## config.mk

```make
export PLATFORM = sky130hd
export DESIGN_NAME = pixel2byte_raw10
export DESIGN_NICKNAME = d
export VERILOG_FILES = /design/src/rtl/pixel2byte_raw10.sv
export SDC_FILE = /design/constraint.sdc
export NUM_CORES = 1
export LEC_CHECK = 0
export CORE_UTILIZATION = 55
export CTS_CLUSTER_SIZE = 25
export DETAILED_ROUTE_END_ITERATION = 10
export PLACE_DENSITY = 0.77
export SLEW_MARGIN = 20
export SYNTH_ARGS = -nofsm -noshare
export SYNTH_HDL_FRONTEND = slang
export SYNTH_SLANG_ARGS = --single-unit
```

## constraint.sdc

```tcl
create_clock -name core_clk_i -period 5.8 [get_ports core_clk_i]
set_input_delay 0.87 -clock core_clk_i [delete_from_list [all_inputs] [get_ports core_clk_i]]
set_output_delay 0.87 -clock core_clk_i [all_outputs]
set_load 0.05 [all_outputs]
```

## src/rtl/pixel2byte_raw10.sv

```systemverilog
// RAW10 pixel-to-byte packer: 4 pixels -> 5 bytes into a byte FIFO, emitted as
// 32-bit payload words with frame-start/end and long-packet requests.
//   state   | meaning
//   S_IDLE  | waiting for a frame-valid rise
//   S_FRAME | inside a frame, between lines
//   S_LINE  | line active, accepting pixel groups
//   S_FLUSH | line closed, draining buffered bytes
module pixel2byte_raw10 #(
  parameter int FIFO_BYTES = 16
) (
  input  logic        core_clk_i,
  input  logic        core_rstn,
  input  logic        pix2byte_rstn_i,
  input  logic        fv_i,
  input  logic        lv_i,
  input  logic        pix_en_i,
  input  logic [39:0] pix_data_i,
  input  logic        ld_pyld_i,
  output logic        sp_req_o,
  output logic        fe_o,
  output logic        lp_req_o,
  output logic [31:0] byte_data_o,
  output logic        byte_data_en_o,
  output logic [15:0] line_wc_o,
  output logic        ovf_o
);

  localparam int CW = $clog2(FIFO_BYTES + 1);

  localparam logic [1:0] S_IDLE  = 2'd0;
  localparam logic [1:0] S_FRAME = 2'd1;
  localparam logic [1:0] S_LINE  = 2'd2;
  localparam logic [1:0] S_FLUSH = 2'd3;

  logic [1:0]    state_q, state_d;
  logic [CW-1:0] cnt_q, cnt_d, cnt_ap;
  logic [7:0]    buf_q [FIFO_BYTES];
  logic [7:0]    buf_d [FIFO_BYTES];
  logic [7:0]    grp_b [5];
  logic          fv_q, lv_q;
  logic          sp_q, sp_d, fe_q, fe_d, lp_q, lp_d, ovf_q, ovf_d;
  logic [15:0]   lcnt_q, lcnt_d, wc_q, wc_d;
  logic          rst, pop_w, push_req, ovf_hit, push_w, in_line;
  int            base_idx;

  assign rst            = ~core_rstn | ~pix2byte_rstn_i;
  assign in_line        = (state_q == S_LINE) || (state_q == S_FLUSH);
  assign byte_data_en_o = (cnt_q >= CW'(4)) || ((state_q == S_FLUSH) && (cnt_q != '0));
  assign lp_req_o       = in_line & (lp_q | byte_data_en_o);
  assign sp_req_o       = sp_q;
  assign fe_o           = fe_q;
  assign line_wc_o      = wc_q;
  assign ovf_o          = ovf_q;

  always_comb begin
    grp_b[0] = pix_data_i[9:2];
    grp_b[1] = pix_data_i[19:12];
    grp_b[2] = pix_data_i[29:22];
    grp_b[3] = pix_data_i[39:32];
    grp_b[4] = {pix_data_i[31:30], pix_data_i[21:20], pix_data_i[11:10], pix_data_i[1:0]};
  end

  // A short final word in FLUSH pops everything that is left.
  always_comb begin
    pop_w    = byte_data_en_o & ld_pyld_i;
    cnt_ap   = cnt_q;
    if (pop_w) cnt_ap = (cnt_q >= CW'(4)) ? cnt_q - CW'(4) : '0;
    push_req = pix_en_i & lv_i & (state_q == S_LINE);
    ovf_hit  = push_req & ((int'(cnt_ap) + 5) > FIFO_BYTES);
    push_w   = push_req & ~ovf_hit;
    cnt_d    = push_w ? cnt_ap + CW'(5) : cnt_ap;
    ovf_d    = ovf_q | ovf_hit;
    base_idx = int'(cnt_ap);
  end

  always_comb begin
    for (int i = 0; i < FIFO_BYTES - 4; i++) buf_d[i] = pop_w ? buf_q[i + 4] : buf_q[i];
    for (int i = FIFO_BYTES - 4; i < FIFO_BYTES; i++) buf_d[i] = pop_w ? 8'h00 : buf_q[i];
    for (int i = 0; i < FIFO_BYTES; i++) begin
      if (push_w && (i >= base_idx) && (i < base_idx + 5)) buf_d[i] = grp_b[3'(i - base_idx)];
    end
  end

  // Bytes above cnt are kept zero, the mask makes the padding explicit.
  always_comb begin
    byte_data_o = '0;
    for (int k = 0; k < 4; k++) begin
      if (int'(cnt_q) > k) byte_data_o[k*8 +: 8] = buf_q[k];
    end
  end

  always_comb begin
    state_d = state_q;
    sp_d    = 1'b0;
    fe_d    = fe_q;
    lp_d    = lp_q;
    lcnt_d  = push_w ? lcnt_q + 16'd5 : lcnt_q;
    wc_d    = wc_q;
    case (state_q)
      S_IDLE: begin
        if (fv_i && !fv_q) begin
          sp_d    = 1'b1;
          fe_d    = 1'b0;
          state_d = S_FRAME;
        end
      end
      S_FRAME: begin
        if (!fv_i) begin
          sp_d    = 1'b1;
          fe_d    = 1'b1;
          state_d = S_IDLE;
        end else if (lv_i && !lv_q) begin
          lcnt_d  = '0;
          state_d = S_LINE;
        end
      end
      S_LINE: begin
        if (byte_data_en_o) lp_d = 1'b1;
        if (!lv_i) state_d = S_FLUSH;
      end
      default: begin
        if (byte_data_en_o) lp_d = 1'b1;
        if (cnt_ap == '0) begin
          wc_d    = lcnt_q;
          lp_d    = 1'b0;
          state_d = S_FRAME;
        end
      end
    endcase
  end

  // Edge trackers follow the inputs during clear so a frame already in
  // progress is not mistaken for a fresh rise on release.
  always_ff @(posedge core_clk_i) begin
    if (rst) begin
      state_q <= S_IDLE;
      cnt_q   <= '0;
      fv_q    <= fv_i;
      lv_q    <= lv_i;
      sp_q    <= 1'b0;
      fe_q    <= 1'b0;
      lp_q    <= 1'b0;
      ovf_q   <= 1'b0;
      lcnt_q  <= '0;
      wc_q    <= '0;
      for (int i = 0; i < FIFO_BYTES; i++) buf_q[i] <= 8'h00;
    end else begin
      state_q <= state_d;
      cnt_q   <= cnt_d;
      fv_q    <= fv_i;
      lv_q    <= lv_i;
      sp_q    <= sp_d;
      fe_q    <= fe_d;
      lp_q    <= lp_d;
      ovf_q   <= ovf_d;
      lcnt_q  <= lcnt_d;
      wc_q    <= wc_d;
      for (int i = 0; i < FIFO_BYTES; i++) buf_q[i] <= buf_d[i];
    end
  end

endmodule
```

# ---- Word level (Yosys, flattened, before mapping)
# Memory sizes are Yosys's and may differ from the RTL's.
# Cells that the tools add are included.
dict set report totals {
  wordCells 311
  inputBits 47
  latchBits 0
  register_bits 45
  n_memories 1
  mem_bits_ro 0
  ramBits 128
  out_inout_bits 53
}
# memory words width rd rd_ports_with_merged_regs write_ports line_no
set memory_table {}
lappend memory_table {buf_q 16 8 16 0 16 37} ;# logic [7:0] buf_q [FIFO_BYTES];
dict set report op_classes {
  addsub 20
  n_lt_le_gt_ge 54
  eq_ne 7
  n_shift 0
  bitwise_logic 45
  n_reduce_logical 49
  n_mul 0
  mux 125
  n_div 0
}
# op n
set ops {}
lappend ops {{2-to-1 mux 8 bit} 84}
lappend ops {{binary-select mux 8 bit (select 3 bit)} 16}
lappend ops {{< comparator 5 x 32 -> 1 bit, first input constant} 7}
lappend ops {{< comparator 4 x 32 -> 1 bit, first input constant} 4}
lappend ops {{>= comparator 3 x 4 -> 1 bit, second input constant} 16}
lappend ops {{< comparator 3 x 32 -> 1 bit, first input constant} 2}
lappend ops {{2-to-1 mux 16 bit} 4}
lappend ops {{inverter 3 bit} 16}
lappend ops {{>= comparator 4 x 5 -> 1 bit, first input constant} 8}
lappend ops {{logical AND 1 bit} 35}
lappend ops {{> comparator 32 x 6 -> 1 bit, second input constant} 1}
lappend ops {{< comparator 1 x 32 -> 1 bit, first input constant} 1}
lappend ops {{< comparator 2 x 32 -> 1 bit, first input constant} 1}
lappend ops {{subtractor 3 bit, first input constant} 8}
lappend ops {{>= comparator 3 x 5 -> 1 bit, first input constant} 4}
lappend ops {{OR 1 bit} 19}
lappend ops {{adder 16 x 3 -> 16 bit, second input constant} 1}
lappend ops {{2-to-1 mux 5 bit} 3}
lappend ops {{subtractor 1 x 3 -> 3 bit, first input constant} 4}
lappend ops {{subtractor 2 x 3 -> 3 bit, first input constant} 4}
lappend ops {{>= comparator 1 x 5 -> 1 bit, first input constant} 2}
lappend ops {{>= comparator 2 x 5 -> 1 bit, first input constant} 2}
lappend ops {{> comparator 5 x 1 -> 1 bit, second input constant} 2}
lappend ops {{> comparator 5 x 2 -> 1 bit, second input constant} 2}
lappend ops {{other kinds (27)} 54}

# ---- Longest topological paths before layout
# Gate-level depths: netlist of run 1.
dict set report logic_depth {
  ltp_word 14
  depth_mapped 16
  depth_no_buf 11
}

# ---- Worst setup path after synthesis of run 1
# No wires, ideal clock.
dict set report synth_path {
  kind {input port to flip-flop}
  start {input port ld_pyld_i}
  end {memory buf_q[13][0] (netlist: buf_q[0][104])}
  setup_ps 72
  required_time_ps 5728
  cell_stages 13
  path_buffers 6
  t_arrival_ps 3683
  setup_slack_ps 2045
  path_cell_list {buf_4 nand3b_1 buf_2 o21ai_2 inv_2 buf_1 ha_1 buf_2 clkbuf_1 clkbuf_1 nand3_1 o21ai_4 mux2i_1}
}
# item line_no
set synth_rtl {}
lappend synth_rtl {{start, declared} 18} ;# input logic ld_pyld_i,
lappend synth_rtl {{end, declared} 37}

==> metrics, run 1 <==
Num CTS Buffers 17; initial antenna violation count 0; Post-synth EDFFs 0; worst hold path class register to register; Max Clk Rate 220 MHz; Cell Area, Synth roughly 11000 um^2; P&R area growth vs syn 13.4%; synth warn 0; share of the synthesized area in the top cell type 31.0%; Die Ht between 100 and 150 um; RSZ-0062 raised after global routing false; Residual DRC 0; DRT Wirelength 35.0 mm; synth top area cells dfxtp_1 (31%), mux2i_1 (9.6%), a211oi_1 (5.2%); Vias/cell roughly 6.7; clk buf depth 2; Final Slew Violations 0; fillers 1722; Slew headroom ~22%; Critical R2R Launch cnt_q[4]$_SDFF_PP0_; detailed-route wire length per cell 21.8 um; CP max FO 24; total die area 20900 um^2; first-pass GRT wire length 54.1 mm; CTS tree built; reg2reg end lcnt_q[13]$_SDFF_PP0_; Final Skew 8.07 ps; Least-Margin Pin Slew ~1200 ps; clk root buf clkbuf_16; most numerous cell in the Yosys netlist dfxtp_1; Hold-fix buffers, CTS 0; crit path launch ld_pyld_i; Lkg Pwr 4.63 nW; status complete, no violations; Synth Flop Type dfxtp_1; Hold WS 448 ps; Worst VDD drop 0.000187 V; critical path startpoint category primary input; clock latency on the worst-skew pair ~430 ps; Area after DPL around 12000 um^2; unique cell type count in the Yosys netlist 86; R2R depth 12; largest net degree at the start of global routing 62; Critical Path RT just over 6000 ps; final setup violation count 0; async set-or-reset flop fraction in the synthesized netlist 0%; largest area contributor in the synthesized netlist dfxtp_1; DRT Pass-1 Iters 7; GPL Wtd Cong 0.982; hpwl dp 23.4 mm; GRT Total Usage 33.8%; Seq/Total Area, Yosys a little under a third; Avg Cell Area, Syn 8.52 um^2; post_cts resized 0; CTS Sinks 173; Post-synth top cells dfxtp_1 (173), mux2i_1 (107), a21oi_1 (103); Crit Path Class primary input to register; Cells after Synth around 1.3k; H-Tree Depth 4; FF+latch count, synth 173; Tmin final 4540 ps; input/output buffers 99; CP endpoint buf_q[0][81]$_SDFFE_PP0P_; Post-Syn Nets 1367; Initial Utilization about 57%; Nets 1388; Worst EP arrival 4870 ps; antenna viol nets, final 0; total I/O pin count 100; r2r setup slk 1500 ps; Non-Filler Instances 1608; postcts setup bufs 0; PD cells between 200 and 250 nW/um^2; n_diodes 0; Initial DRC Count 1212; maxcap violations 0; Die X 144 um; layout cell share with drive strength beyond 1 11.6%; post-route cell area 12700 um^2; Final Cycle Share 78.3%; setup tns final 0 ps; dpl ws between 1000 and 1500 ps; core area 19700 um^2; remaining global-route overflow 0; Worst setup EP type register; Clk pin slew, worst setup/hold paths 70 ps; via count 10.7k; # rows 51; number of global-route vias before repair 10.1k; final hold viol count 0; slack of the critical path 1260 ps; Cells after DPL between 1.5k and 2k
power by group:
group	leakage, nW	switching (mW)	internal, mW
sequential	1.39	0.000775	1.19
combinational	2.95	0.109	0.0575
clock	0.283	0.508	0.680
total	4.63	0.617	1.93
flip-flops by register name, summed over array words and instances, names as in the netlist, 2 cells and up:
register,flops
buf_q,128
lcnt_q,16
cnt_q,5
state_q,2
line_wc_o,16
stage by stage:
stage	util [%]	power (mW)
2_1_floorplan	-	1.28
3_3_place_gp	61.3	1.37
3_5_place_dp	61.3	1.37
4_1_cts	64.4	2.55
5_1_grt	64.4	2.62
6_report	64.4	2.54
worst min-delay path by stage:
stage | from | to | cells past startpoint
2_1_floorplan | buf_q[0][102]$_SDFFE_PP0P_ | buf_q[0][102]$_SDFFE_PP0P_ | 2
3_3_place_gp | buf_q[0][97]$_SDFFE_PP0P_ | buf_q[0][97]$_SDFFE_PP0P_ | 2
3_5_place_dp | buf_q[0][101]$_SDFFE_PP0P_ | buf_q[0][101]$_SDFFE_PP0P_ | 2
4_1_cts | buf_q[0][101]$_SDFFE_PP0P_ | buf_q[0][101]$_SDFFE_PP0P_ | 2
5_1_grt | line_wc_o[13]$_SDFFE_PP0P_ | line_wc_o[13]$_SDFFE_PP0P_ | 2
6_report | buf_q[0][101]$_SDFFE_PP0P_ | buf_q[0][101]$_SDFFE_PP0P_ | 2
final cells by class:
class	instances	area [um^2]	area share, %
multi-input combinational	1001	7060	55.8
inverter	23	86.3	0.682
clock buffer	18	429	3.39
tap	265	332	2.62
sequential	173	3460	27.4
clock inverter	13	166	1.31
timing repair buffer	115	1120	8.87
per-layer routing:
layer	up-vias	part of all wire [%]	global-route usage (%)
li1	4988	-	-
met1	5041	41	42.7
met2	562	44	53.9
met3	123	10	8.38
met4	0	4.3	15.5
met5	-	0	0
critical path: stages:
cell             delay (ps)
clkdlybuf4s50_1         460
buf_4                   220
nand3b_1                170
o21ai_2                 390
inv_2                   270
ha_2                    260
nor2b_1                 500
a2bb2oi_2               840
o2111ai_1               230
a22oi_1                 260
nor3_1                   80
a211oi_1                300
logic make-up (layout without fill, tap and decap cells):
family | after synthesis | in the layout | synth area share [%]
AOI/OAI and AO/OA | 441 | 441 | 29.6
muxes | 157 | 157 | 14.7
adders and majority gates | 10 | 10 | 1.12
DFF | 173 | 173 | 31.0
buffers and inverters | 136 | 169 | 6.07
xor gates and xnor gates | 17 | 17 | 1.33
and+or+nand+nor | 376 | 376 | 16.2
cells in the final DEF, fill, tap and decap left out, drive strengths merged, types with 9 or more instances in the layout:
master | Yosys | routed
a211oi | 81 | 81
a21oi | 106 | 106
a22oi | 16 | 16
a31oi | 26 | 26
a32o | 10 | 10
and2 | 21 | 21
and3 | 21 | 21
buf | 70 | 16
clkbuf | 43 | 18
clkdlybuf4s50 | 0 | 99
dfxtp | 173 | 173
ha | 10 | 10
inv | 23 | 26
mux2 | 50 | 50
mux2i | 107 | 107
nand2 | 106 | 106
nand3 | 63 | 63
nor2 | 102 | 102
nor2b | 21 | 21
nor3 | 19 | 19
o2111ai | 17 | 17
o211ai | 30 | 30
o21ai | 53 | 53
o2bb2ai | 9 | 9
o41ai | 16 | 16
xnor2 | 17 | 17
No activity file was read; power rests on OpenSTA's default activity.
==> run 2: changes to the inputs <==
--- a/config.mk
+++ b/config.mk
@@ -5,7 +5,7 @@
 export SDC_FILE = /design/constraint.sdc
 export NUM_CORES = 1
 export LEC_CHECK = 0
-export CORE_UTILIZATION = 55
+export CORE_UTILIZATION = 53
 export CTS_CLUSTER_SIZE = 25
 export DETAILED_ROUTE_END_ITERATION = 10
 export PLACE_DENSITY = 0.77
==> constraint.sdc (replaced) <==
create_clock -name core_clk_i -period 4.1 [get_ports core_clk_i]
set_input_delay 0.615 -clock core_clk_i [delete_from_list [all_inputs] [get_ports core_clk_i]]
set_output_delay 0.615 -clock core_clk_i [all_outputs]
set_load 0.05 [all_outputs]
==> metrics, run 2 (synthesis results as in run 1) <==
layout cell share with drive strength beyond 1 12.5%; Die X 147 um; worst path bufs/invs 2; PD cells 275 nW/um^2; status complete, no violations; Top reg by flops buf_q; number of global-route vias before repair just under 10k; Least-Margin Pin Slew 1100 ps; Crit Path Class register to output pin; postcts setup bufs 0; Vias/cell 6.52; H-Tree Depth 4; hpwl dp 23.6 mm; GR Layer Usage met1 between 40% and 50%; clk root buf clkbuf_16; remaining global-route overflow 0; Worst setup EP type output pin; clock latency on the worst-skew pair ~450 ps; initial antenna violation count 0; Max Clk Rate 257 MHz; input/output buffers 99; setup tns final 0 ps; core area 20400 um^2; Critical Path RT 3480 ps; DRT Pass-1 Iters 6; max incr delay on CP 800 ps; final setup violation count 0; P&R area growth vs syn 14.4%; crit path max-delay cell type clkdlybuf4s50_1; Slew headroom 26.4%; Final Skew 11.2 ps; CP top delay family buffers and inverters; cells along the critical path inv_1 -> ha_1 -> nor3b_1 -> a21oi_1 -> and2_1 -> clkdlybuf4s50_1; Nets about 1.4k; commonest non-fill, non-tap cell in the layout dfxtp_1; GPL Wtd Cong 0.981; met2 GRT Util 49.3%; Num CTS Buffers 17; largest net degree at the start of global routing 53; Lkg Pwr 4.70 nW; CP max FO 9; Initial Utilization 54.6%; Initial DRC Count 1174; met3 GRT Util 6.61%; Worst EP arrival around 3300 ps; total I/O pin count 100; gr busiest metal met2; max FFs per register 128; detailed-route wire length per cell 20.9 um; n_diodes 0; commonest non-fill, non-tap cells in the layout dfxtp_1 (172), mux2i_1 (107), a21oi_1 (103); Hold-fix buffers, CTS 0; maxcap violations 0; antenna viol nets, final 0; post_cts resized 0; final hold viol count 0; critical path startpoint category register; RSZ-0062 raised after global routing false; Residual DRC 0; DRT Wirelength between 30 and 40 mm; Final Cycle Share 95.1%; fillers approximately 1.7k; worst hold path class register to register; total die area 21600 um^2; CTS Sinks 173; CTS tree built; Worst VDD drop 0.000241 V; GRT Total Usage 31.5%; via count 10.6k; clk buf depth 2; Clk pin slew, worst setup/hold paths 70 ps; Die Ht about 150 um; first-pass GRT wire length ~54 mm; Tmin final 3900 ps; Layout Utilization 62.5%; # rows 52; Final Slew Violations 0
==> run 2: cell types whose count changed in the layout (fill, tap and decap cells not counted), sizes merged <==
cell,delta
buf,+16
inv,+3
bufinv,-2
clkinvlp,-2
clkbuf,+1
clkinv,+1
==> run 2: worst min-delay path, cell delays in order (launching register included) <==
cell	delay (ps)
dfxtp_1	310
nand2_1	50
o21ai_1	50
==> run 2: metrics by stage <==
stage	power [mW]	cell area, um^2	setup WS [ps]	hold slack (ps)	std cells
after floorplan	1.82	11200	600	421	1310
after global routing	3.61	12800	65.7	477	1630
after detailed placement	1.94	12200	461	444	1598
after global placement	1.94	12200	569	435	1598
final	3.51	12800	203	458	1630
after CTS	3.51	12800	219	459	1630
==> run 2: layer usage <==
layer,vias up,part of all wire [%]
met5,-,0
met4,0,4.6
met3,111,8.7
met2,517,44
met1,4988,43
li1,5015,-
==> run 2: final timing paths <==
kind / startpoint / endpoint / slack, ps / depth (start not counted)
setup / recovery: cnt_q[3]$_SDFF_PP0_ / byte_data_o[26] / 200 / 6
hold / removal: buf_q[0][100]$_SDFFE_PP0P_ / buf_q[0][100]$_SDFFE_PP0P_ / 460 / 2
setup reg to reg: cnt_q[4]$_SDFF_PP0_ / lcnt_q[11]$_SDFF_PP0_ / 860 / 10
hold reg to reg: buf_q[0][100]$_SDFFE_PP0P_ / buf_q[0][100]$_SDFFE_PP0P_ / 460 / 2
==> run 2: cell type report <==
class	count	area [um^2]	share of cell area (%)
clock buffers	19	433	3.39
clock inverters	13	130	1.02
inverters	23	86.3	0.676
multi-input cells	1001	7050	55.2
flip-flops and latches	173	3460	27.1
well taps	270	338	2.65
repair buffers	131	1270	9.94
==> run 2: power breakdown <==
part	internal (mW)	total (mW)	switching (mW)
Sequential	1.68	1.68	0.00128
Combinational	0.0820	0.233	0.151
Clock	0.851	1.59	0.741
